[config.mk]
export PLATFORM = sky130hd
export DESIGN_NAME = vpu_exec_ctrl
export DESIGN_NICKNAME = d
export VERILOG_FILES = /design/src/rtl/vpu_exec_ctrl.sv
export SDC_FILE = /design/constraint.sdc
export NUM_CORES = 1
export LEC_CHECK = 0
export CAP_MARGIN = 25
export CORE_MARGIN = 8
export CORE_UTILIZATION = 30
export DETAILED_ROUTE_END_ITERATION = 6
export GPL_TIMING_DRIVEN = 0
export PLACE_DENSITY = 0.69
export SLEW_MARGIN = 20
export SYNTH_ARGS = -nofsm -noshare
export SYNTH_HDL_FRONTEND = slang
export SYNTH_SLANG_ARGS = --single-unit
[constraint.sdc]
create_clock -name clk -period 5.33 [get_ports clk]
set_clock_uncertainty 0.05 [all_clocks]
set_input_delay 1.066 -clock clk [delete_from_list [all_inputs] [get_ports clk]]
set_output_delay 1.066 -clock clk [all_outputs]
set_load 0.02 [all_outputs]
[src/rtl/vpu_exec_ctrl.sv]
// vpu_exec_ctrl: command queue and one-in-flight scheduler for the VPU exec unit.
// Optional watchdog on exec done is enabled by defining VPU_EXEC_TIMEOUT_EN.
module vpu_exec_ctrl #(
    parameter int DWIDTH      = 256,
    parameter int SRC_CNT     = 3,
    parameter int OP_W        = 8,
    parameter int DELAY_LG2   = 4,
    parameter int CMDQ_DEPTH  = 4,
    parameter int TIMEOUT_CYC = 255
) (
    input  logic                 clk,
    input  logic                 rst_n,
    input  logic                 cmd_valid_i,
    output logic                 cmd_ready_o,
    input  logic [OP_W-1:0]      cmd_op_i,
    input  logic [DELAY_LG2-1:0] cmd_delay_i,
    input  logic [SRC_CNT-1:0]   cmd_src_mask_i,
    input  logic [SRC_CNT-1:0]   opnd_valid_i,
    output logic [SRC_CNT-1:0]   opnd_pop_o,
    output logic                 exec_start_o,
    output logic [OP_W-1:0]      exec_op_o,
    output logic [DELAY_LG2-1:0] exec_delay_o,
    output logic [SRC_CNT-1:0]   exec_opnd_valid_o,
    input  logic                 exec_done_i,
    input  logic [DWIDTH-1:0]    exec_dout_i,
    output logic                 res_valid_o,
    input  logic                 res_ready_i,
    output logic [DWIDTH-1:0]    res_data_o,
    output logic                 res_err_o,
    output logic                 busy_o
);
    localparam int AW = $clog2(CMDQ_DEPTH);
    localparam int EW = OP_W + DELAY_LG2 + SRC_CNT;

    typedef enum logic [2:0] {IDLE, WAIT_OPND, ISSUE, EXEC, RESP} state_t;

    state_t             state, state_nx;
    logic [EW-1:0]      q_mem [CMDQ_DEPTH];
    logic [AW-1:0]      wr_ptr, rd_ptr;
    logic [AW:0]        count, count_nx;
    logic [EW-1:0]      cur;
    logic [SRC_CNT-1:0] cur_mask;
    logic               push, pop, exec_end, timeout, ready_q;
    logic [DWIDTH-1:0]  res_data;

    assign {exec_op_o, exec_delay_o, cur_mask} = cur;
    assign push              = cmd_valid_i && ready_q;
    assign count_nx          = count + (AW+1)'(push) - (AW+1)'(pop);
    assign exec_end          = state == EXEC && (exec_done_i || timeout);
    assign cmd_ready_o       = ready_q;
    assign exec_start_o      = state == ISSUE;
    assign exec_opnd_valid_o = (state == ISSUE || state == EXEC) ? cur_mask : '0;
    assign opnd_pop_o        = exec_end ? cur_mask : '0;
    assign res_valid_o       = state == RESP;
    assign res_data_o        = res_data;
    assign busy_o            = state != IDLE || count != '0;

    always_comb begin
        state_nx = state;
        pop      = 1'b0;
        case (state)
            IDLE: begin
                pop      = count != '0;
                state_nx = pop ? WAIT_OPND : IDLE;
            end
            WAIT_OPND: state_nx = (opnd_valid_i & cur_mask) == cur_mask ? ISSUE : WAIT_OPND;
            ISSUE:     state_nx = EXEC;
            EXEC:      state_nx = exec_end ? RESP : EXEC;
            RESP: begin
                pop      = res_ready_i && count != '0;
                state_nx = !res_ready_i ? RESP : (pop ? WAIT_OPND : IDLE);
            end
            default:   state_nx = IDLE;
        endcase
    end

    always_ff @(posedge clk)
        if (push)
            q_mem[wr_ptr] <= {cmd_op_i, cmd_delay_i, cmd_src_mask_i};

    always_ff @(posedge clk) begin
        if (!rst_n) begin
            state    <= IDLE;
            wr_ptr   <= '0;
            rd_ptr   <= '0;
            count    <= '0;
            ready_q  <= 1'b1;
            cur      <= '0;
            res_data <= '0;
        end else begin
            state   <= state_nx;
            count   <= count_nx;
            ready_q <= count_nx != (AW+1)'(CMDQ_DEPTH);
            if (push)
                wr_ptr <= wr_ptr + AW'(1);
            if (pop) begin
                cur    <= q_mem[rd_ptr];
                rd_ptr <= rd_ptr + AW'(1);
            end
            // a watchdog abort returns zero data
            if (exec_end)
                res_data <= exec_done_i ? exec_dout_i : '0;
        end
    end

`ifdef VPU_EXEC_TIMEOUT_EN
    localparam int TW = ($clog2(TIMEOUT_CYC + 1) > 8) ? $clog2(TIMEOUT_CYC + 1) : 8;
    logic [TW-1:0] wdog;
    logic          res_err;

    assign timeout   = state == EXEC && !exec_done_i && wdog == TW'(TIMEOUT_CYC - 1);
    assign res_err_o = res_err;

    always_ff @(posedge clk) begin
        if (!rst_n) begin
            wdog    <= '0;
            res_err <= 1'b0;
        end else begin
            wdog <= state == ISSUE ? '0 : (state == EXEC ? wdog + TW'(1) : wdog);
            if (exec_end)
                res_err <= timeout;
        end
    end
`else
    assign timeout   = 1'b0;
    assign res_err_o = 1'b0;
`endif
endmodule

==> results.yml <==
clocking:
  root_buffer: "clkbuf_16"
  cts_sinks: 342
  htree_levels: 2
  tritoncts: "done"
  ctsHoldBuffers: 0
  clkLatencyLatePin_ns: 0.55
  cts.reportedPaths.clkPinSlew_ns: 0.05
  ctsResizeCount: 0
  cts_buffers: 38
  postCtsSetupRepairBufs: 0
  cts.path.max_buffers: 3
timing:
  fin_setup_tns_ns: 0
  rsz0062_at_grt: "no"
  hold_ws_ns: 0.403
  finalSetupViolCount: 0
  fin_crit_ns: 4.22
  fin_crit_sh_pct: 79.2
  slew_violations: 0
  max-slew-margin-rel_pct: 42.2
  fmax_ghz: 0.237
  hold_violations: 0
  worst_pin_slew_ns: 0.866
die:
  dieArea_sq_mm: 0.0483
  io_pins: 558
  core_region_area_sq_mm: 0.0409
  start_util_pct: 30.4
  dieHeight_microns: 220
  rows: 74
  die_w_microns: 220
place:
  hpwl_microns: 38600
  dp_cells: 2422
  place_area_sq_mm: 0.0187
  routabilityCongestion: 0.931
  portBuffers: 556
worst_hold_path:
  hold_path_class: "reg2reg"
  whs_path_depth: 2
  min_from: "res_data_o[135]$_SDFFE_PN0P_"
  min_to: "res_data_o[135]$_SDFFE_PN0P_"
worst_setup_path:
  cp.required_ns: 4.21
  worst-path-max-fanout: 10
  endpoint_kind: "output pin"
  r2r_slack_ns: 2.72
  r2r_cells: 11
  startpoint_type: "input port"
  rr_endpoint: "cmd_ready_o$_SDFF_PN1_"
  r2r-start: "count[0]$_SDFF_PN0_"
  crit_type: "in2out"
  critPathArrivalTime_ns: 3.11
cells_and_area:
  final_area_sq_mm: 0.0198
  nets: 2216
  drive_gt1_share_pct: 7.11
  utilization_pct: 48.5
  fillers: 3791
  regArea_sq_mm: 0.00745
  area_growth_pct: 59.3
  fin_cells: 2488
  multi_input_area_sq_mm: 0.00422
route:
  drc: 0
  postRouteWirelength_microns: 49500
  avgRoutedWirePerCell_microns: 19.9
  drt_iter0_drc: 661
  firstDrtPassIters: 5
  ant_nets: 0
  viasPerCell: 4.63
  vias: 11500
synth:
  synth_edf_count: 60
  synth_area_sq_mm: 0.0124
  ys_seq_elements: 342
  ys.flop_type: "dfxtp_1"
  post-synth-top-area-fraction_pct: 45.4
  postSynthAreaPerCell_sq_um: 9.33
  synth_cell_types: 41
  synth_top_area_cell: "dfxtp_1"
  ys_seq_area_share_pct: 59.8
  syn_inst: 1334
  synth_area_leaders: "dfxtp_1 (45%), nand2_1 (16%), edfxtp_1 (14%)"
  async_flop_share_pct: 0
  ys_warn_count: 0
  syn_nets: 1620
grt:
  grt_pass1_wl_microns: 70900
  grt_overflow: 0
  track_usage_pct: 19.2
  grt_start_max_net_pins: 16
  grt_pass1_vias: 11600
  antenna_found_initial: 4
job:
  drv_cap: 0
power:
  p_leak_nw: 6.73
  powerDensity_mw_per_mm2: 344
  ir_worst_vdd_mv: 0.270
status:
  status: "complete, no violations"
==> power breakdown <==
part | internal [W] | total, W | switching (W)
Sequential | 0.00281 | 0.00292 | 0.000104
Clock | 0.00142 | 0.00247 | 0.00105
Combinational | 0.000736 | 0.00144 | 0.000705
Total | 0.00497 | 0.00683 | 0.00186
==> per-stage QoR <==
| stage | power, W | setup slack [ns] |
|---|---|---|
| after detailed placement | 0.00442 | 1.08 |
| final | 0.00683 | 1.11 |
| after CTS | 0.00691 | 1.08 |
| after global placement | 0.00440 | 1.08 |
| after floorplan | 0.00373 | 2.35 |
| after global routing | 0.00712 | 1.01 |
==> routing by layer <==
| metal | global-route usage (%) | part of all wire, % | up-vias | routed length (microns) |
|---|---|---|---|---|
| met3 | 7.31 | 9.7 | 97 | 4800 |
| met4 | 8.04 | 4.2 | 2 | 2090 |
| met1 | 20.5 | 37 | 5392 | 18100 |
| met2 | 33.7 | 49 | 453 | 24500 |
| met5 | 0 | 0.016 | - | 8 |
| li1 | - | - | 5583 | - |
==> cell type report <==
cell class	instances	share of cell area [%]
multi-input cells	878	21.3
diodes	2	0.0252
flip-flops and latches	342	37.6
inverters	7	0.133
clock inverters	12	0.517
plain buffers	107	3.78
well taps	532	3.36
clock buffers	52	5.27
repair buffers	556	28.1
==> kinds of logic after synthesis <==
kind of cell | after synthesis | share of synthesized area [%]
multiplexers | 16 | 2.95
adder cells (fa/ha/maj) | 7 | 0.764
AND/OR/NAND/NOR | 573 | 18.2
buffers and inverters | 114 | 6.23
other | 1 | 0.0301
AO/OA/AOI/OAI | 279 | 11.8
XOR/XNOR | 2 | 0.261
flip-flops | 342 | 59.8
==> Yosys cell counts (2+ instances only) <==
master,count
nand2_1,533
dfxtp_1,282
a21oi_1,260
edfxtp_1,60
clkbuf_1,30
buf_2,28
buf_6,27
buf_4,18
o2bb2ai_1,15
mux4_2,10
and2_1,9
ha_1,6
inv_1,6
nand2b_1,6
mux4_1,5
nor2_1,5
and3_1,4
buf_8,3
nand3_1,2
nand4_1,2
nor2b_1,2
or3_1,2
==> cells in the final DEF, fill, tap and decap left out, types with 9 or more instances in the layout <==
master,count
a21oi_1,260
and2_1,9
buf_2,28
buf_4,18
buf_6,27
clkbuf_1,41
clkbuf_16,39
clkdlybuf4s50_1,556
dfxtp_1,282
edfxtp_1,60
mux4_2,10
nand2_1,533
o2bb2ai_1,15
==> worst max-delay path by stage <==
stage,startpoint,end,slack (ns),depth (start not counted)
floorplan,exec_done_i,opnd_pop_o[0],2.35,5
global placement,exec_done_i,opnd_pop_o[2],1.08,7
detailed placement,exec_done_i,opnd_pop_o[0],1.08,7
CTS,exec_done_i,opnd_pop_o[0],1.08,7
global route,exec_done_i,opnd_pop_o[1],1.01,7
finish,exec_done_i,opnd_pop_o[0],1.11,7
==> sequential cells by signal, indices dropped and copies added, names as in the netlist <==
| signal | cells |
|---|---|
| rd_ptr | 2 |
| count | 3 |
| wr_ptr | 2 |
| res_data_o | 256 |
| cur | 15 |
| q_mem | 60 |
| cmd_ready_o | 1 |
| state | 3 |
==> critical path, cell delays in order <==
cell and delay, ns:
clkdlybuf4s50_1 0.51, and4b_1 0.21, buf_6 0.17, buf_8 0.20
buf_6 0.18, and2_1 0.13, clkdlybuf4s50_1 0.64
Note: power is estimated with default switching activity, not from simulation.
==> RTL edit: new RTL, same settings <==
Build with the macro `VPU_EXEC_TIMEOUT_EN` defined.
--- a/src/rtl/vpu_exec_ctrl.sv
+++ b/src/rtl/vpu_exec_ctrl.sv
@@ -1,5 +1,7 @@
 // vpu_exec_ctrl: command queue and one-in-flight scheduler for the VPU exec unit.
 // Optional watchdog on exec done is enabled by defining VPU_EXEC_TIMEOUT_EN.
+`define VPU_EXEC_TIMEOUT_EN
+
 module vpu_exec_ctrl #(
     parameter int DWIDTH      = 256,
     parameter int SRC_CNT     = 3,
Behaviour: same outputs for any inputs over 4 cycles, from zero or initial values and one cycle with rst_n low; that may be too few to reach the edited logic, so the function may still have changed.
==> RTL edit against the unedited design <==
Sequential cell count up 9; final area up 5.4%; sequential power up 2%; worst setup slack worse by 50 ps; routed wire length up 8.6%; worst hold slack better by 2.5 ps; via count up 10%; register-to-register slack worse by 320 ps; area after synthesis up 6.3%; combinational power up 10%; synthesized cell count up 6.7%; die area up 5.9%; power up 7.4%; largest cell class unchanged.
==> RTL edit: results <==
export IMPL_outcome="completed"
export IMPL_n_all_inverters=12
export IMPL_p_leak_nw=6.99
export IMPL_buffer_area_share_pct=30.5
export IMPL_clkbuf_count=59
export IMPL_portBuffers=557
export IMPL_synth_xor_area_share_pct=0.662
export IMPL_ys_flop_type="dfxtp_1"
export IMPL_routedWlPerCell_um=20.3
export IMPL_n_antenna_cell=2
export IMPL_p_comb_share_pct=21.6
export IMPL_area_delta_synth_final_pct=57.9
export IMPL_synthTopCellsByCount="291 x dfxtp_1, 287 x nand2_1, 268 x a21oi_1"
export IMPL_buffers=692
export IMPL_grt_use_met2_pct=33.5
export IMPL_dpl_hpwl_um=41500
export IMPL_clkSinkCount=351
export IMPL_synth_area_leaders="dfxtp_1 44%, edfxtp_1 14%, a21oi_1 10%, o21ai_0 9.8%, nand2_1 8.1%"
export IMPL_route_met3_wl_um=4260
export IMPL_antenna_found_initial=3
export IMPL_final_cells=2649
export IMPL_gr_usage_met3_pct=5.38
export IMPL_dp_cells=2573
export IMPL_syn_inst=1424
export IMPL_fillers=4126
export IMPL_postPlaceCellArea_mm2=0.0195
export IMPL_tightest_slew_ps=836
export IMPL_multi_input_cells=926
export IMPL_clkCellAreaFrac_pct=6.44
export IMPL_grt_use_total_pct=19.6
export IMPL_yosysUniqueCellTypes=39
export IMPL_grtUsageMet1_pct=22.8
export IMPL_holdPathStages=2
export IMPL_seq_power_w=0.00297
export IMPL_ys_seq_area_share_pct=57.6
export IMPL_route_met2_wl_um=26500
export IMPL_synth_nets=1712
export IMPL_final_nets=2311
export IMPL_powerComb_w=0.00159
export IMPL_synth_adder_area_share_pct=0.908
export IMPL_dp_slack_ps=1080
export IMPL_stdcell_area_mm2=0.0209
export IMPL_grt_pass1_wl_um=76600
export IMPL_muxShareOfSynthArea_pct=2.55
export IMPL_drt_vias_per_instance=4.80
export IMPL_multiInputGateArea_mm2=0.00476
export IMPL_grt_pass1_vias=12500
export IMPL_drive_gt1_share_pct=8.52
export IMPL_cts_buffers=40
export IMPL_drt_pass1_iter_count=4
export IMPL_synth_compound_area_share_pct=20.9
export IMPL_slowest_delay_ps=560
export IMPL_yosys_warnings=0
export IMPL_cp_data_arrival_time_ps=3160
export IMPL_drt_initial_drc_count=806
export IMPL_wl_met1_um=21100
export IMPL_globalplace_congestion=0.950
export IMPL_regArea_mm2=0.00763
export IMPL_critPathMaxFanout=10
export IMPL_peakVddDrop_mv=0.277
RTL edit: cell types whose count changed after synthesis, moves of 5 or more:
| cell | before | now |
|---|---|---|
| o2bb2ai_1 | 15 | 0 |
| nor2_1 | 5 | 16 |
| dfxtp_1 | 282 | 291 |
| nand2_1 | 533 | 287 |
| a21oi_2 | 0 | 10 |
| a21oi_1 | 260 | 268 |
| xnor2_1 | 1 | 6 |
| mux4_1 | 5 | 0 |
| o21ai_0 | 0 | 259 |
| mux4_2 | 10 | 15 |
| nand2_2 | 0 | 10 |
| clkbuf_1 | 30 | 64 |
RTL edit: worst paths after layout:
kind	slack, ps	to	startpoint
setup reg to reg	2400	cmd_ready_o	count[1]
setup / recovery	1060	opnd_pop_o[0]	exec_done_i
hold reg to reg	410	cur[11]	cur[11]
hold / removal	410	cur[11]	cur[11]
RTL edit: worst min-delay path, stage by stage, from the launching register on:
cell     delay (ps)
dfxtp_1         310
nand2_1          50
a21oi_1          50
